File: config.mk
export PLATFORM = sky130hd
export DESIGN_NAME = instr_queue
export DESIGN_NICKNAME = d
export VERILOG_FILES = /design/src/rtl/instr_queue.sv
export SDC_FILE = /design/constraint.sdc
export NUM_CORES = 1
export LEC_CHECK = 0
export ABC_CLOCK_PERIOD_IN_PS = 10000
export CORE_MARGIN = 1.5
export CORE_UTILIZATION = 55
export CTS_CLUSTER_DIAMETER = 120
export CTS_CLUSTER_SIZE = 28
export DETAILED_ROUTE_END_ITERATION = 10
export HOLD_SLACK_MARGIN = 0.15
export PLACE_DENSITY = 0.73
export REMOVE_ABC_BUFFERS = 1
export SLEW_MARGIN = 20
export SYNTH_ARGS = -nofsm -noshare
export SYNTH_HDL_FRONTEND = slang
export SYNTH_SLANG_ARGS = --single-unit
export TNS_END_PERCENT = 20
File: constraint.sdc
create_clock -name clk -period 10 [get_ports clk]
set_input_delay 1 -clock clk [delete_from_list [all_inputs] [get_ports clk]]
set_output_delay 1 -clock clk [all_outputs]
set_load 0.02 [all_outputs]
File: src/rtl/instr_queue.sv
// Circular instruction buffer between fetch and decode with a registered output slot.
// Define INSTR_QUEUE_BYPASS_EN to let a fetch into an empty, unstalled queue skip storage.
module instr_queue #(
  parameter int QueueDepthLog = 4,
  parameter int InstrWidth    = 32,
  parameter int PcWidth       = 32
) (
  input  logic                     clk,
  input  logic                     rst,
  input  logic                     instr_valid_from_fetch,
  input  logic [InstrWidth-1:0]    instr_from_fetch,
  input  logic [PcWidth-1:0]       pc_from_fetch,
  output logic                     is_full_to_fetch,
  input  logic                     is_stall_from_rs,
  input  logic                     is_stall_from_rob,
  input  logic                     is_exception_from_rob,
  output logic                     instr_valid_to_decode,
  output logic [InstrWidth-1:0]    instr_to_decode,
  output logic [PcWidth-1:0]       pc_to_decode,
  output logic [QueueDepthLog:0]   count_out
);

  localparam int Depth = 2 ** QueueDepthLog;

  logic [InstrWidth-1:0]    instr_mem [Depth];
  logic [PcWidth-1:0]       pc_mem    [Depth];
  logic [QueueDepthLog-1:0] head;
  logic [QueueDepthLog-1:0] tail;
  logic [QueueDepthLog:0]   count;

  logic stall;
  logic not_empty;
  logic pop;
  logic push;
  logic bypass;

  assign stall     = is_stall_from_rs | is_stall_from_rob;
  assign not_empty = (count != '0);
  assign pop       = !stall && not_empty;

  // count never exceeds Depth, so its MSB alone marks the full state
  assign is_full_to_fetch = count[QueueDepthLog];

`ifdef INSTR_QUEUE_BYPASS_EN
  assign bypass = instr_valid_from_fetch && !stall && !not_empty;
`else
  assign bypass = 1'b0;
`endif

  assign push      = instr_valid_from_fetch && !is_full_to_fetch && !bypass;
  assign count_out = count;

  always_ff @(posedge clk) begin
    if (push && !is_exception_from_rob) begin
      instr_mem[tail] <= instr_from_fetch;
      pc_mem[tail]    <= pc_from_fetch;
    end
  end

  // Pop decisions use the pre-edge count; a flush discards that cycle's push and pop
  always_ff @(posedge clk or posedge rst) begin
    if (rst) begin
      head                  <= '0;
      tail                  <= '0;
      count                 <= '0;
      instr_valid_to_decode <= 1'b0;
      instr_to_decode       <= '0;
      pc_to_decode          <= '0;
    end else if (is_exception_from_rob) begin
      head                  <= '0;
      tail                  <= '0;
      count                 <= '0;
      instr_valid_to_decode <= 1'b0;
    end else begin
      if (!stall) begin
        if (not_empty) begin
          instr_to_decode       <= instr_mem[head];
          pc_to_decode          <= pc_mem[head];
          instr_valid_to_decode <= 1'b1;
          head                  <= head + QueueDepthLog'(1);
        end else if (bypass) begin
          instr_to_decode       <= instr_from_fetch;
          pc_to_decode          <= pc_from_fetch;
          instr_valid_to_decode <= 1'b1;
        end else begin
          instr_valid_to_decode <= 1'b0;
        end
      end
      if (push) begin
        tail <= tail + QueueDepthLog'(1);
      end
      case ({push, pop})
        2'b10:   count <= count + (QueueDepthLog + 1)'(1);
        2'b01:   count <= count - (QueueDepthLog + 1)'(1);
        default: count <= count;
      endcase
    end
  end

endmodule

Word-level counts from Yosys, hierarchy flattened
Memory sizes are Yosys's and may differ from the RTL's. A register that Yosys moved wholly into a read port is not among the register bits.
Index checks and enable logic that the tools add are counted.

word-level totals
  flip-flop bits (word level) = 14
  RAM bits = 1,024
  input bits = 70
  output and inout port bits = 71
  logic and storage cells = 40
  memories kept = 2

operators by class
  $add $sub $neg = 4
  eq/ne operators = 3
  muxes and demuxes = 12
  bitwise operators = 3
  reduce and logical (&&, ||, !) cells = 12

memory list
  name       words  width  rd ports  clocked after memory_dff  write ports  line  text
  instr_mem  16     32     1         1                         1            25    logic [InstrWidth-1:0] instr_mem [Depth];
  pc_mem     16     32     1         1                         1            26    logic [PcWidth-1:0] pc_mem [Depth];

operators with widths
  operator                                             count
  2-to-1 mux 4 bit                                     5
  one-hot mux 5 bit (2 select lines)                   1
  adder 4 x 1 -> 4 bit, second input constant          2
  adder 5 x 1 -> 5 bit, second input constant          1
  2-to-1 mux 1 bit                                     5
  2-to-1 mux 5 bit                                     1
  nonzero test 5 bit                                   1
  subtractor 5 x 1 -> 5 bit, second input constant     1
  nonzero test 2 bit                                   2
  logical AND 1 bit                                    3
  zero test 1 bit                                      3
  AND reduction 3 bit                                  1
  nonzero test 3 bit                                   1
  equality test 2 x 1 -> 1 bit, second input constant  1
  equality test 2 bit, second input constant           1
  != test 2 bit, second input constant                 1
  inverter 1 bit                                       2
  AND reduction 2 bit                                  1
  bitwise OR 1 bit                                     1

Depth between registers and ports, before layout
Gate-level depths: netlist of run 1.

  word-level depth = 6
  depth in mapped cells = 9
  depth with buffers taken out = 8

Worst setup path before layout of run 1
No wires, ideal clock.

  path type = input to register
  start = input port is_exception_from_rob
  end = memory instr_mem[0][0] (enable)
  setup time = 0.486 ns
  data arrival time = 4.268 ns
  data required time = 9.514 ns
  path slack = 5.246 ns
  cell stages on the path = 3
  buffers on the path = 1
  cells stage by stage = clkbuf_1 -> or3_1 -> nor2_1

between the ends
  longest elaborated chain between the ends = 4

RTL lines
  element                                 line  text
  start: declaration                      16    input logic is_exception_from_rob,
  zero test 1 bit                         54    if (push && !is_exception_from_rob) begin
  logical AND 1 bit                       54
  2-to-1 mux 1 bit                        54
  2-to-1 mux 1 bit (implied by the code)  55    instr_mem[tail] <= instr_from_fetch;
  end: declaration                        25

No other way between the ends.

Worst setup path in the final report of run 1
  start = input port is_exception_from_rob
  end = register pc_to_decode[12], read port of pc_mem

between the ends
  longest elaborated chain between the ends = 2

RTL lines
  element                               line  text
  inverter 1 bit (no source line)       -
  AND reduction 3 bit (no source line)  -
  end: declaration                      19    output logic [PcWidth-1:0] pc_to_decode,

No other way between the ends.
A chain may end at the register's enable or synchronous reset.

==> key figures, run 1 <==
Clocking
  • Quantity of gates resized following cts: 0
  • Clock transition at path regs: about 0.10 ns
  • Number of buffers inserted by post-CTS setup repair: 0
  • Root buf cell: sky130_fd_sc_hd__clkbuf_16
  • Later-pin clock latency in the skew report: around 0.62 ns
  • Clock tree from TritonCTS: built
  • Number of CTS-inserted buffers: 45
  • # hold bufs at CTS: 0
  • # H-tree levels: 2
  • Maximum number of buffers from clock root to sink: 3
  • Sink Count: 1102

Power and ir drop
  • Total power after layout: 0.00859 W
  • Sw frac: 23.4%
  • Fraction of power consumed by sequential logic: about 63%
  • Internal: 0.00658 W
  • Static Leakage: approximately 14 nW
  • Clock Power Share: 25.7%
  • Peak VDD IR: approximately 0.13 mV
  • Combinational cell fraction of total power: between 10% and 20%
  • Switching component of the power: roughly 0.002 W
  • Power density over cell area: between 150 and 200 mW/mm²

Synthesis
  • Register bit count reported by yosys: roughly 1100
  • Main flop type after synthesis: sky130_fd_sc_hd__edfxtp_1
  • Synthesis warning total: 0
  • Post-synth EDFFs: roughly 1000
  • Per-instance average area after synthesis: 23.2 µm²
  • Gate count after technology mapping: roughly 1800
  • Fraction of the yosys area taken by sequential cells: a little under 80%
  • Async set-or-reset flop fraction in the synthesized netlist: 7.08%
  • Synth top area share: approximately 73%
  • Library cells used by synthesis: 45
  • Largest area contributor in the netlist: sky130_fd_sc_hd__edfxtp_1
  • Leading post-synthesis cells by cell area: sky130_fd_sc_hd__edfxtp_1 (73%), sky130_fd_sc_hd__mux4_2 (14%), sky130_fd_sc_hd__dfrtp_1 (4.6%)
  • Cell area after synthesis: 0.0422 mm²

Timing
  • Clk_skew: ~0.019 ns
  • Share of the clock period used by the worst path after layout: 43.9%
  • Final period demand of the worst path: ~4.4 ns
  • Slew @ Worst Pin: 1.10 ns
  • Final Max Slew Viols: 0
  • Unrepaired setup endpoints after global routing: no
  • Worst slew margin relative to its limit: 26.6%
  • Setup TNS: 0 ns
  • Final Worst Setup Slack: 5.61 ns
  • Endpoints failing setup: 0
  • Top achievable clock speed: approximately 230 MHz
  • Final hold viol count: 0

Routing
  • Final ANT Viol Nets: 0
  • Total Wirelength: approximately 83000 µm
  • Total number of vias: roughly 19000
  • Avg WL per Cell: approximately 28 µm
  • Number of design rule violations left after detail routing: 0
  • Count of routing violations after the opening detailed-route iteration: between 1500 and 2000
  • Via density: between 6 and 7
  • Number of detailed-route iterations in the first pass: 5

Die
  • Standard-cell rows: a little over 100
  • Floorplan die area: between 0.07 and 0.08 mm²
  • Effective utilization at floorplan: a little under three fifths
  • Area of the core region: roughly 0.076 mm²
  • Vertical die dimension: 280 µm
  • Ports placed on the boundary: between 100 and 150
  • DIE WIDTH: roughly 280 µm

Global routing
  • Vias in the first global route: about 19000
  • Global-route wire length before repair: between 100000 and 150000 µm
  • Aggregate global-route resource usage: 21.4%
  • Number of antenna violations at the first check in global routing: 1
  • Maximum number of pins on one net before global-route repair: 144
  • Total global routing overflow: 0

Layout
  • Most common library cell in the layout ignoring fill and taps: sky130_fd_sc_hd__edfxtp_1
  • Area taken by flip-flops and latches: 0.0327 mm²
  • Filler cell count: ~5100
  • Layout cells sized above 1: between 20% and 30%
  • Total Nets Final: between 2000 and 2500
  • Synth-to-Final Area Change: 9.37%
  • Area of the multi-input gates: roughly 0.009 mm²
  • Highest-count cells in the layout ignoring fill and taps: sky130_fd_sc_hd__edfxtp_1 (1024), sky130_fd_sc_hd__mux4_2 (256), sky130_fd_sc_hd__clkdlybuf4s50_1 (140), sky130_fd_sc_hd__mux2i_1 (130), sky130_fd_sc_hd__dfrtp_1 (75)

Setup path
  • Worst-path fanout max: 66
  • Startpoint types: input pin
  • Stage delay of the slowest cell on the critical path: approximately 0.90 ns
  • Number of stages on the worst setup path: 7
  • Worst setup path start: is_exception_from_rob
  • Destination of the critical timing path: pc_to_decode[12]$_DFFE_PP0P_
  • CP Capture Type: flip-flop
  • WP buf/inv: 4
  • Most frequent cell on the critical path: sky130_fd_sc_hd__buf_4
  • Worst path arrival time: 4.85 ns
  • Reg-to-reg setup timing slack: about 5.8 ns
  • Ordered list of cells on the worst path: clkdlybuf4s50_1 > inv_1 > o211ai_4 > buf_4 > or2b_4 > buf_4 > o221ai_1
  • Max stage delay cell, worst path: sky130_fd_sc_hd__clkdlybuf4s50_1
  • Worst R2R Start: count_out[0]$_DFFE_PP0P_
  • Depth of the worst register-to-register path: 6
  • CP delay by family, top: buffers and inverters
  • CP required: 10.46 ns
  • RR Endpoint: pc_to_decode[12]$_DFFE_PP0P_
  • Category of the critical setup timing path: in2reg

Placement
  • Estimated wirelength of the detail-placed design: between 40000 and 50000 µm
  • Worst slack at placement: 5.06 ns
  • Last weighted congestion value of the routability-driven placer: roughly 0.8
  • Count of port buffers added during placement: between 100 and 150

Min path
  • Number of instances on the worst hold path: 2
  • Path class of the lowest-slack min-delay path: reg2reg

Outcome
  • Result of the run: completed

Run
  • Number of violations of the max-capacitance limit: 0
[cell type report]
cell class	instances	share of cell area [%]
antenna	1	0.00543
clock buffer	82	2.84
clock inverter	2	0.0624
inverter	7	0.0624
multi-input combinational	610	19.5
sequential	1102	70.9
tap	1030	2.79
timing repair buffer	171	3.80
[logic make-up after synthesis]
kind of cell             count (synthesis)  share of synthesized area (%)
adder cells (fa/ha/maj)                  7                          0.208
multiplexers                           387                           16.8
XOR/XNOR                                 7                          0.145
buffers and inverters                  108                           1.43
flip-flops                            1102                           77.6
AO/OA/AOI/OAI                           88                           2.67
AND/OR/NAND/NOR                        121                           1.20
[through the flow]
step / instances / util, % / area, µm² / hold WS [ns]
6_report: 3005 / 60.7 / 46100 / 0.521
3_5_place_dp: 2919 / 58.9 / 44700 / 0.502
5_1_grt: 3004 / 60.7 / 46100 / 0.554
4_1_cts: 3003 / 60.7 / 46100 / 0.524
3_3_place_gp: 2917 / 58.8 / 44700 / 0.499
2_1_floorplan: 1719 / - / 41600 / 0.550
[worst min-delay path by stage]
stage	start	endpoint	slack (ns)
5_1_grt	instr_to_decode[28]$_DFFE_PP0P_	instr_to_decode[28]$_DFFE_PP0P_	0.55
3_3_place_gp	instr_to_decode[2]$_DFFE_PP0P_	instr_to_decode[2]$_DFFE_PP0P_	0.50
2_1_floorplan	tail[1]$_DFFE_PP0P_	tail[1]$_DFFE_PP0P_	0.55
3_5_place_dp	pc_to_decode[12]$_DFFE_PP0P_	pc_to_decode[12]$_DFFE_PP0P_	0.50
4_1_cts	pc_to_decode[16]$_DFFE_PP0P_	pc_to_decode[16]$_DFFE_PP0P_	0.52
6_report	pc_to_decode[16]$_DFFE_PP0P_	pc_to_decode[16]$_DFFE_PP0P_	0.52
[sequential cells by signal, summed over array words and instances (netlist names)]
name and cells:
count_out 5, head 4, instr_mem 512, instr_to_decode 32, instr_valid_to_decode 1, pc_mem 512
pc_to_decode 32, tail 4
[tightest hold or removal path: stages (launching register included)]
cell and delay [ns]:
sky130_fd_sc_hd__dfrtp_1 0.37, sky130_fd_sc_hd__nand2_1 0.07, sky130_fd_sc_hd__o221ai_2 0.05
[power by group through the flow]
stage | sequential (W) | combinational (W) | clock [W]
after global routing | 0.00539 | 0.00108 | 0.00239
after CTS | 0.00538 | 0.00103 | 0.00225
after floorplan | 0.00559 | 0.000410 | 0
after global placement | 0.00548 | 0.000995 | 0
final | 0.00537 | 0.00101 | 0.00220
after detailed placement | 0.00547 | 0.00102 | 0
[synthesized netlist by cell type, types with 2 or more instances]
library cell                  n
sky130_fd_sc_hd__a21o_1       2
sky130_fd_sc_hd__buf_4        9
sky130_fd_sc_hd__o211ai_2     2
sky130_fd_sc_hd__xnor2_1      4
sky130_fd_sc_hd__buf_6        9
sky130_fd_sc_hd__or2_2        2
sky130_fd_sc_hd__ha_1         7
sky130_fd_sc_hd__nand3_1      4
sky130_fd_sc_hd__o21ai_0      2
sky130_fd_sc_hd__a31oi_1      2
sky130_fd_sc_hd__buf_8        5
sky130_fd_sc_hd__nand2_1     73
sky130_fd_sc_hd__clkbuf_1    46
sky130_fd_sc_hd__a21oi_1      6
sky130_fd_sc_hd__o211ai_1     2
sky130_fd_sc_hd__nor2b_1      2
sky130_fd_sc_hd__or3_1        5
sky130_fd_sc_hd__inv_1        7
sky130_fd_sc_hd__o221ai_2    61
sky130_fd_sc_hd__nor2_1      27
sky130_fd_sc_hd__o221ai_1     3
sky130_fd_sc_hd__dfrtp_1     78
sky130_fd_sc_hd__edfxtp_1  1024
sky130_fd_sc_hd__mux4_2     256
sky130_fd_sc_hd__buf_2       31
sky130_fd_sc_hd__mux2i_1    130
sky130_fd_sc_hd__xor2_1       3
[layer usage]
metal	track usage (%)	up-vias	wire length (µm)
met1	32.0	10100	36200
met4	4.02	2	1200
li1	-	7867	-
met2	35.0	549	41000
met3	2.49	83	4370
met5	0	-	8
No activity file was read; power rests on OpenSTA's default activity.
==> inputs of run 2 (changes only) <==
--- a/config.mk
+++ b/config.mk
@@ -5,14 +5,14 @@
 export SDC_FILE = /design/constraint.sdc
 export NUM_CORES = 1
 export LEC_CHECK = 0
-export ABC_CLOCK_PERIOD_IN_PS = 10000
+export ABC_CLOCK_PERIOD_IN_PS = 3650
 export CORE_MARGIN = 1.5
 export CORE_UTILIZATION = 55
 export CTS_CLUSTER_DIAMETER = 120
 export CTS_CLUSTER_SIZE = 28
 export DETAILED_ROUTE_END_ITERATION = 10
 export HOLD_SLACK_MARGIN = 0.15
-export PLACE_DENSITY = 0.73
+export PLACE_DENSITY = 0.76
 export REMOVE_ABC_BUFFERS = 1
 export SLEW_MARGIN = 20
 export SYNTH_ARGS = -nofsm -noshare
==> constraint.sdc (replaced) <==
create_clock -name clk -period 3.65 [get_ports clk]
set_input_delay 0.365 -clock clk [delete_from_list [all_inputs] [get_ports clk]]
set_output_delay 0.365 -clock clk [all_outputs]
set_load 0.02 [all_outputs]
==> run 2 against run 1 <==
- power grew to 2.7 times the previous value
- worst setup slack lost 5.1 ns
- clock skew grew 0.0074 ns
==> key figures, run 2 (synthesized netlist as in run 1, its figures left out) <==
Outcome
  • Result of the run: completed (unchanged)

Power and ir drop
  • Static Leakage: 14.0 nW (was 13.8 nW)
  • Power density over cell area: 504 mW/mm² (was 186 mW/mm²)
  • Switching component of the power: 0.00552 W (was 0.00201 W)
  • Combinational cell fraction of total power: 12.2% (was 11.8%)
  • Fraction of power consumed by sequential logic: 62.4% (was 62.5%)
  • Internal: 0.0180 W (was 0.00658 W)
  • Sw frac: 23.5% (was 23.4%)
  • Clock Power Share: 25.4% (was 25.7%)
  • Peak VDD IR: 0.328 mV (was 0.133 mV)

Routing
  • Final ANT Viol Nets: 0 (unchanged)
  • Avg WL per Cell: 28.9 µm (was 27.5 µm)
  • Number of detailed-route iterations in the first pass: 5 (unchanged)
  • Total Wirelength: 87700 µm (was 82800 µm)
  • Via density: 6.30 (was 6.20)
  • Total number of vias: 19100 (was 18600)
  • Count of routing violations after the opening detailed-route iteration: 2130 (was 1978)
  • Number of design rule violations left after detail routing: 0 (unchanged)

Timing
  • Worst slew margin relative to its limit: 22.5% (was 26.6%)
  • Top achievable clock speed: roughly 320 MHz
  • Final Max Slew Viols: 0 (unchanged)
  • Final period demand of the worst path: 3.09 ns
  • Final hold viol count: 0 (unchanged)
  • Share of the clock period used by the worst path after layout: between 80% and 90%
  • Endpoints failing setup: 0 (unchanged)
  • Setup TNS: 0 ns (unchanged)
  • Unrepaired setup endpoints after global routing: no (unchanged)
  • Slew @ Worst Pin: 1.16 ns (was 1.10 ns)
  • Clk_skew: 0.0263 ns (was 0.0190 ns)

Setup path
  • Startpoint types: flip-flop (was input pin)
  • CP required: 4.17 ns (was 10.46 ns)
  • Worst R2R Start: count_out[1]$_DFFE_PP0P_ (was count_out[0]$_DFFE_PP0P_)
  • WP buf/inv: 0 (was 4)
  • Worst-path fanout max: 10 (was 66)
  • Worst setup path start: count_out[1]$_DFFE_PP0P_ (was is_exception_from_rob)
  • Max stage delay cell, worst path: sky130_fd_sc_hd__or4_1 (was sky130_fd_sc_hd__clkdlybuf4s50_1)
  • CP delay by family, top: simple AND/OR/NAND/NOR gates (was buffers and inverters)
  • CP Capture Type: flip-flop (unchanged)
  • Worst path arrival time: 3.60 ns (was 4.85 ns)
  • Ordered list of cells on the worst path: or4_1 > o211ai_2 > xnor2_1 > ha_1 > o31a_1 > nor4_1 > or3_1 > o311a_1 (was clkdlybuf4s50_1 > inv_1 > o211ai_4 > buf_4 > or2b_4 > buf_4 > o221ai_1)
  • Stage delay of the slowest cell on the critical path: 0.78 ns (was 0.90 ns)
  • Category of the critical setup timing path: reg2reg (was in2reg)

Clocking
  • Maximum number of buffers from clock root to sink: 3 (unchanged)
  • # hold bufs at CTS: 0 (unchanged)
  • Number of buffers inserted by post-CTS setup repair: 0 (unchanged)
  • Sink Count: 1102 (unchanged)
  • Later-pin clock latency in the skew report: 0.64 ns (was 0.62 ns)
  • Quantity of gates resized following cts: 0 (unchanged)
  • Clock transition at path regs: 0.11 ns (was 0.10 ns)
  • Number of CTS-inserted buffers: 45 (unchanged)
  • Clock tree from TritonCTS: built (unchanged)
  • Root buf cell: sky130_fd_sc_hd__clkbuf_16 (unchanged)
  • # H-tree levels: 2 (unchanged)

Layout
  • Area taken by flip-flops and latches: 0.0327 mm² (unchanged)
  • Total Nets Final: 2045 (was 2014)
  • Fin area: 0.0466 mm² (was 0.0461 mm²)
  • Most common library cell in the layout ignoring fill and taps: sky130_fd_sc_hd__edfxtp_1 (unchanged)
  • Area of the multi-input gates: 0.00899 mm² (unchanged)
  • Layout cells sized above 1: 22.7% (was 21.5%)
  • Inserted Diodes: 0 (was 1)
  • Highest-count cells in the layout ignoring fill and taps: sky130_fd_sc_hd__edfxtp_1 (1024), sky130_fd_sc_hd__mux4_2 (256), sky130_fd_sc_hd__clkdlybuf4s50_1 (140), sky130_fd_sc_hd__mux2i_1 (130), sky130_fd_sc_hd__dfrtp_1 (75) (unchanged)
  • Top flop regs: instr_mem x512, pc_mem x512 (unchanged)
  • Filler cell count: 5045 (was 5106)
  • Number of standard cells in the final layout excluding fillers: 3033 (was 3005)
  • Synth-to-Final Area Change: 10.6% (was 9.37%)

Placement
  • Count of port buffers added during placement: 140 (unchanged)
  • Placed instance area: 0.0453 mm² (was 0.0447 mm²)
  • Last weighted congestion value of the routability-driven placer: 0.806 (was 0.790)
  • Estimated wirelength of the detail-placed design: 48300 µm (was 43300 µm)
  • Placed instance count: 2951 (was 2919)

Die
  • Vertical die dimension: 280 µm (unchanged)
  • Standard-cell rows: 101 (unchanged)
  • Ports placed on the boundary: 141 (unchanged)
  • Floorplan die area: 0.0783 mm² (unchanged)
  • DIE WIDTH: 280 µm (unchanged)
  • Effective utilization at floorplan: 55.5% (unchanged)
  • Area of the core region: 0.0759 mm² (unchanged)

Global routing
  • Aggregate global-route resource usage: 22.7% (was 21.4%)
  • Global-route wire length before repair: 130000 µm (was 124000 µm)
  • Total global routing overflow: 0 (unchanged)
  • Maximum number of pins on one net before global-route repair: 65 (was 144)
  • Number of antenna violations at the first check in global routing: 0 (was 1)
  • Vias in the first global route: 19700 (was 19200)

Min path
  • Path class of the lowest-slack min-delay path: in2async (was reg2reg)

Run
  • Number of violations of the max-capacitance limit: 0 (unchanged)
==> run 2: worst paths after layout <==
path | to | slack (ns) | depth (start not counted)
worst max-delay path | count_out[4]$_DFFE_PP0P_ | 0.56 | 8
worst min-delay path | head[3]$_DFFE_PP0P_ | 0.19 | 2
worst max register to register | count_out[4]$_DFFE_PP0P_ | 0.56 | 8
worst min register to register | instr_to_decode[28]$_DFFE_PP0P_ | 0.51 | 2
max in group asynchronous | pc_to_decode[18]$_DFFE_PP0P_ | 2.66 | 3
min in group clk | instr_to_decode[28]$_DFFE_PP0P_ | 0.51 | 2
==> run 2: power groups by stage <==
| stage | combinational, W | sequential [W] | clock (W) |
|---|---|---|---|
| 2_1_floorplan | 0.00112 | 0.0153 | 0 |
| 3_3_place_gp | 0.00280 | 0.0149 | 0 |
| 3_5_place_dp | 0.00287 | 0.0149 | 0 |
| 4_1_cts | 0.00288 | 0.0147 | 0.00609 |
| 5_1_grt | 0.00303 | 0.0147 | 0.00647 |
| 6_report | 0.00285 | 0.0146 | 0.00597 |
==> run 2: layout make-up <==
class | count | share of cell area (%)
inverter | 7 | 0.0617
clock buffer | 79 | 2.69
tap | 1030 | 2.76
timing repair buffer | 202 | 4.94
multi-input combinational | 610 | 19.3
sequential | 1102 | 70.2
clock inverter | 3 | 0.0805
==> run 2: metal layers <==
metal  part of all wire [%]  up-vias  track usage (%)
met5                      0        -                0
met4                    1.3        0             3.95
met3                    6.8       92             2.71
met2                     50      773             37.0
met1                     42    10300             34.0
li1                       -     7919                -
==> run 2: through the flow <==
step / setup WS [ns] / utilization [%] / hold WS [ns] / power (W)
2_1_floorplan: -7.41 / - / 0.428 / 0.0164
3_3_place_gp: 0.721 / 59.7 / 0.477 / 0.0177
3_5_place_dp: 0.649 / 59.7 / 0.476 / 0.0178
4_1_cts: 0.621 / 61.4 / 0.194 / 0.0236
5_1_grt: 0.470 / 61.4 / 0.213 / 0.0242
6_report: 0.561 / 61.4 / 0.193 / 0.0235
